<file path="config.mk">
export PLATFORM = sky130hd
export DESIGN_NAME = td4_core
export DESIGN_NICKNAME = d
export VERILOG_FILES = /design/src/rtl/td4_core.sv
export SDC_FILE = /design/constraint.sdc
export NUM_CORES = 1
export LEC_CHECK = 0
export ABC_AREA = 1
export CORE_ASPECT_RATIO = 0.6
export CORE_MARGIN = 3
export CORE_UTILIZATION = 42
export DETAILED_ROUTE_END_ITERATION = 6
export PLACE_DENSITY_LB_ADDON = 0.25
export SYNTH_ARGS = -nofsm -noshare
export SYNTH_HDL_FRONTEND = slang
export SYNTH_SLANG_ARGS = --single-unit
</file>
<file path="constraint.sdc">
create_clock -name CLK -period 2.09 [get_ports CLK]
set_input_delay 0.3135 -clock CLK [delete_from_list [all_inputs] [get_ports CLK]]
set_output_delay 0.3135 -clock CLK [all_outputs]
set_load 0.01 [all_outputs]
</file>
<file path="src/rtl/td4_core.sv">
// rtl/td4_core.sv - TD4 4-bit CPU single-cycle execution core
// Decodes the instruction at the PC, runs it through one 4-bit adder and commits on enabled edges.
module td4_core #(
    parameter logic [3:0] RESET_PC = 4'h0
) (
    input  logic       CLK,
    input  logic       N_RESET,
    input  logic       EN,
    input  logic [7:0] D,
    input  logic [3:0] IN,
    output logic [3:0] A,
    output logic [3:0] OUT,
    output logic [3:0] REG_A,
    output logic [3:0] REG_B,
    output logic       CARRY
);

    typedef enum logic [1:0] {
        SRC_ZERO,
        SRC_A,
        SRC_B,
        SRC_IN
    } src_e;

    typedef enum logic [2:0] {
        DST_NONE,
        DST_A,
        DST_B,
        DST_OUT,
        DST_JMP,
        DST_JNC
    } dst_e;

    logic [3:0] pc_q,    pc_d;
    logic [3:0] reg_a_q, reg_a_d;
    logic [3:0] reg_b_q, reg_b_d;
    logic [3:0] out_q,   out_d;
    logic       carry_q, carry_d;

    logic [3:0] opcode;
    logic [3:0] imm;
    src_e       src_sel;
    dst_e       dst_sel;
    logic [3:0] src_val;
    logic [4:0] sum;
    logic       jump_taken;

    assign opcode = D[7:4];
    assign imm    = D[3:0];

    always_comb begin
        src_sel = SRC_ZERO;
        dst_sel = DST_NONE;
        case (opcode)
            4'b0000: begin src_sel = SRC_A;    dst_sel = DST_A;   end
            4'b0101: begin src_sel = SRC_B;    dst_sel = DST_B;   end
            4'b0011: begin src_sel = SRC_ZERO; dst_sel = DST_A;   end
            4'b0111: begin src_sel = SRC_ZERO; dst_sel = DST_B;   end
            4'b0001: begin src_sel = SRC_B;    dst_sel = DST_A;   end
            4'b0100: begin src_sel = SRC_A;    dst_sel = DST_B;   end
            4'b0010: begin src_sel = SRC_IN;   dst_sel = DST_A;   end
            4'b0110: begin src_sel = SRC_IN;   dst_sel = DST_B;   end
            4'b1001: begin src_sel = SRC_B;    dst_sel = DST_OUT; end
            4'b1011: begin src_sel = SRC_ZERO; dst_sel = DST_OUT; end
            4'b1111: begin src_sel = SRC_ZERO; dst_sel = DST_JMP; end
            4'b1110: begin src_sel = SRC_ZERO; dst_sel = DST_JNC; end
            default: begin src_sel = SRC_ZERO; dst_sel = DST_NONE; end
        endcase
    end

    always_comb begin
        src_val = 4'h0;
        case (src_sel)
            SRC_A:   src_val = reg_a_q;
            SRC_B:   src_val = reg_b_q;
            SRC_IN:  src_val = IN;
            default: src_val = 4'h0;
        endcase
    end

    assign sum = {1'b0, src_val} + {1'b0, imm};

    // JNC tests the carry left by the previously executed instruction.
    assign jump_taken = (dst_sel == DST_JMP) || ((dst_sel == DST_JNC) && !carry_q);

    always_comb begin
        pc_d    = pc_q;
        reg_a_d = reg_a_q;
        reg_b_d = reg_b_q;
        out_d   = out_q;
        carry_d = carry_q;
        if (EN) begin
            // Undefined opcodes clear the flag regardless of the immediate field.
            carry_d = (dst_sel == DST_NONE) ? 1'b0 : sum[4];
            pc_d    = jump_taken ? sum[3:0] : pc_q + 4'h1;
            if (dst_sel == DST_A)   reg_a_d = sum[3:0];
            if (dst_sel == DST_B)   reg_b_d = sum[3:0];
            if (dst_sel == DST_OUT) out_d   = sum[3:0];
        end
    end

    always_ff @(posedge CLK) begin
        if (!N_RESET) begin
            pc_q    <= RESET_PC;
            reg_a_q <= 4'h0;
            reg_b_q <= 4'h0;
            out_q   <= 4'h0;
            carry_q <= 1'b0;
        end else begin
            pc_q    <= pc_d;
            reg_a_q <= reg_a_d;
            reg_b_q <= reg_b_d;
            out_q   <= out_d;
            carry_q <= carry_d;
        end
    end

    assign A     = pc_q;
    assign OUT   = out_q;
    assign REG_A = reg_a_q;
    assign REG_B = reg_b_q;
    assign CARRY = carry_q;

endmodule
</file>
==> run_results.csv <==
group,metric,value,unit
status,status,"finished clean",
floorplan,die-area,0.003202,mm^2
timing,period_share,97.05,%
timing,hold_viol,0,
yosys,synthMuxAreaShare,0,%
timing,hold_ws,0.4971,ns
cts,clock_latency,0.26,ns
place,hpwl,2.554,mm
routing,vias_per_cell,5.244,
yosys,synth_area_leaders,"dfxtp_1 32%, nand2_1 11%, ha_1 9.4%, inv_1 8.8%, nor2_1 8.1%",
cts,htreeDepth,1,
timing,setup_ws,0.06164,ns
yosys,ys_ff_latch,17,
yosys,syn-cell-area,0.001067,mm^2
critical_path,cp_data_required_time,2.28,ns
routing,antenna_left,0,
critical_path,setup.worst_path.start_class,"primary input",
grt,grt_pass1_vias,1189,
floorplan,die_w,71.08,um
yosys,synth_area_per_cell,6.798,um^2
critical_path,cpMaxStageDelayCell,"fa_2",
timing,fin_skew,0.0008192,ns
worst_hold_path,hp-class,"register to register",
grt,overflow,0,
floorplan,num_rows,13,
yosys,synth_xor_area_share,0.8206,%
timing,worst_slew_pin_slew,0.4317,ns
cts,cts_root_buffer,"clkbuf_8",
timing,min_period,2.028,ns
floorplan,initial_utilization,46.54,%
yosys,synth_commonest_cells,"30 x nand2_1, 25 x inv_1, 23 x nor2_1",
timing,slew_headroom,71.13,%
yosys,synthSimpleGateAreaFrac,31.42,%
floorplan,core-area,0.002293,mm^2
critical_path,crit_type,"primary input to register",
yosys,yosysMostFrequentCell,"nand2_1",
routing,vias,1227,
critical_path,arrival,2.21,ns
routing,drt_iter0_markers,74,
cells_and_area,nets,229,
timing,rsz0062_at_grt,"yes",
power_and_ir_drop,p_leak,0.0007456,uW
power_and_ir_drop,peakVddDrop,0.0005535,V
yosys,synth_compound_area_share,14.07,%
critical_path,crit_fanout,3,
routing,wl,3.281,mm
power_and_ir_drop,p_per_area,542.6,mW/mm^2
yosys,syn_nets,181,
timing,max_freq,493.0,MHz
critical_path,cpLargestDelayFamily,"adder cells",
place,place.gp.congestion,0.8085,
timing,setup_violations,0,
place,pre_cts_ws,-0.7351,ns
routing,wl_per_cell,14.02,um
critical_path,end_kind,"register",
yosys,synth_seq_area_share,31.89,%
grt,grt_max_degree,14,
cts,cts_tree,"done",
cts,clk_pin_slew,0.07,ns
place,port-buffer-count,31,
yosys,synthCells,157,
cells_and_area,num_antenna_cells,0,
grt,grt_pass1_wl,5.444,mm
cts,cts_num_sinks,17,
run,maxCapViolCount,0,
grt,antenna_found_initial,0,
timing,drv_slew,0,
routing,post-route-drc-count,0,
routing,first_pass_iters,4,
cells_and_area,fin_util,71.96,%
yosys,synth-main-ff-cell,"dfxtp_1",
cts,cts_buffer_depth,2,
cts,numCtsBuffers,3,
cells_and_area,synthToLayoutAreaGrowth,54.63,%
grt,grt_usage,21.59,%
place,dp_cells,230,
yosys,synth_top_area_cell,"dfxtp_1",
critical_path,crit_path_cell_trace,"buf_6, buf_4, ha_2, nand3b_1, o21ai_4, nand2_2, o211ai_1, buf_4, fa_2, nand2_2, inv_1, nor2_2, inv_2, a211oi_2",
yosys,synthDominantCellAreaShare,31.89,%
yosys,synth_edf_count,0,
critical_path,path_buf_inv,5,
floorplan,io_pins,32,
cells_and_area,layout-drive-gt1-share,22.55,%
floorplan,die_h,45.05,um
yosys,synth_top_family_by_area,"simple AND/OR/NAND/NOR gates",
critical_path,slowest_delay,0.36,ns
yosys,synth_cell_types,20,
cells_and_area,final_cells,234,
yosys,synth_fa_ha_area_share,11.25,%
timing,tns,0,ns
yosys,ys_async_sr_fraction,0,%
yosys,yosysWarnings,0,
## repair_timing
action,4_1_cts,5_1_grt
setup buffers,1,0
gates resized for setup,29,15
pin swaps,9,13
hold buffers,0,0
setup endpoints to repair,17,13
cloned,0,0
## state kept, by name, summed over array words and instances (netlist names)
signal,flops
REG_B,4
OUT,4
A,4
REG_A,4
CARRY,1
## routing by layer
layer  GRT usage, %  wire, um
met1          28.13      1473
met2          38.12      1548
met3          4.667       235
met4          3.371        25
met5              0         0
## where the power goes
| part | switching, uW | internal (uW) | leakage [uW] |
|---|---|---|---|
| clock network | 130 | 135 | 0.0000217 |
| registers | 17.9 | 343 | 0.000139 |
| logic | 137 | 132 | 0.000584 |
| total | 285 | 610 | 0.000746 |
## worst reg2reg max path, delay by kind of cell, from the launching register on
kind | cells | cell delay (ns)
flip-flops | 1 | 0.34
AND/OR/NAND/NOR | 3 | 0.32
AO/OA/AOI/OAI | 2 | 0.30
adder cells (fa/ha/maj) | 1 | 0.36
buffers and inverters | 3 | 0.29
## cells by family (layout without fill, tap and decap cells)
logic type	after synthesis	in the layout
fa+ha+maj	9	9
flops	17	17
simple gates	77	77
buf+inv	27	74
xor+xnor	1	1
compound gates	26	26
## metrics by stage
stage / instance area (um^2) / total power [uW]
finish: 1650 / 895.5
global route: 1650 / 942.1
CTS: 1612 / 882.2
detailed placement: 1510 / 607.1
global placement: 1510 / 596.4
floorplan: 1076 / 483.9
## area by class of cell
cell class	count	area, um^2
clock buffer	3	41.29
clock inverter	1	7.507
fill	182	643.1
inverter	25	103.9
multi-input combinational	113	695.7
sequential	17	340.3
tap	30	37.54
timing repair buffer	45	424.2
## final timing paths
kind | from | to | slack (ns) | cells past startpoint
setup / recovery | D[4] | REG_A[2]$_SDFFE_PN0P_ | 0.06 | 14
hold / removal | OUT[0]$_SDFFE_PN0P_ | OUT[0]$_SDFFE_PN0P_ | 0.50 | 2
setup reg to reg | REG_A[1]$_SDFFE_PN0P_ | REG_A[2]$_SDFFE_PN0P_ | 0.42 | 9
hold reg to reg | OUT[0]$_SDFFE_PN0P_ | OUT[0]$_SDFFE_PN0P_ | 0.50 | 2
## layout by cell type, fill, tap and decap left out
cell type / n
inv_6: 1
buf_4: 13
nor2_4: 1
o211ai_1: 5
clkbuf_8: 3
o21ai_1: 2
inv_1: 20
o21ai_0: 9
a21oi_1: 6
dfxtp_1: 17
nor3_1: 3
inv_4: 2
nand4_1: 3
nor2_1: 20
dlygate4sd2_1: 1
ha_2: 2
nor2_2: 3
nand3_2: 1
nand2_1: 26
o21ai_4: 2
nand2_2: 7
a21oi_2: 1
xor2_1: 1
clkinvlp_4: 1
inv_2: 2
fa_2: 1
buf_8: 1
clkdlybuf4s50_1: 27
ha_4: 2
nand3b_1: 1
a211oi_2: 1
nand3_1: 12
buf_6: 2
ha_1: 4
clkdlybuf4s15_1: 1
Note: power is estimated with default switching activity, not from simulation.
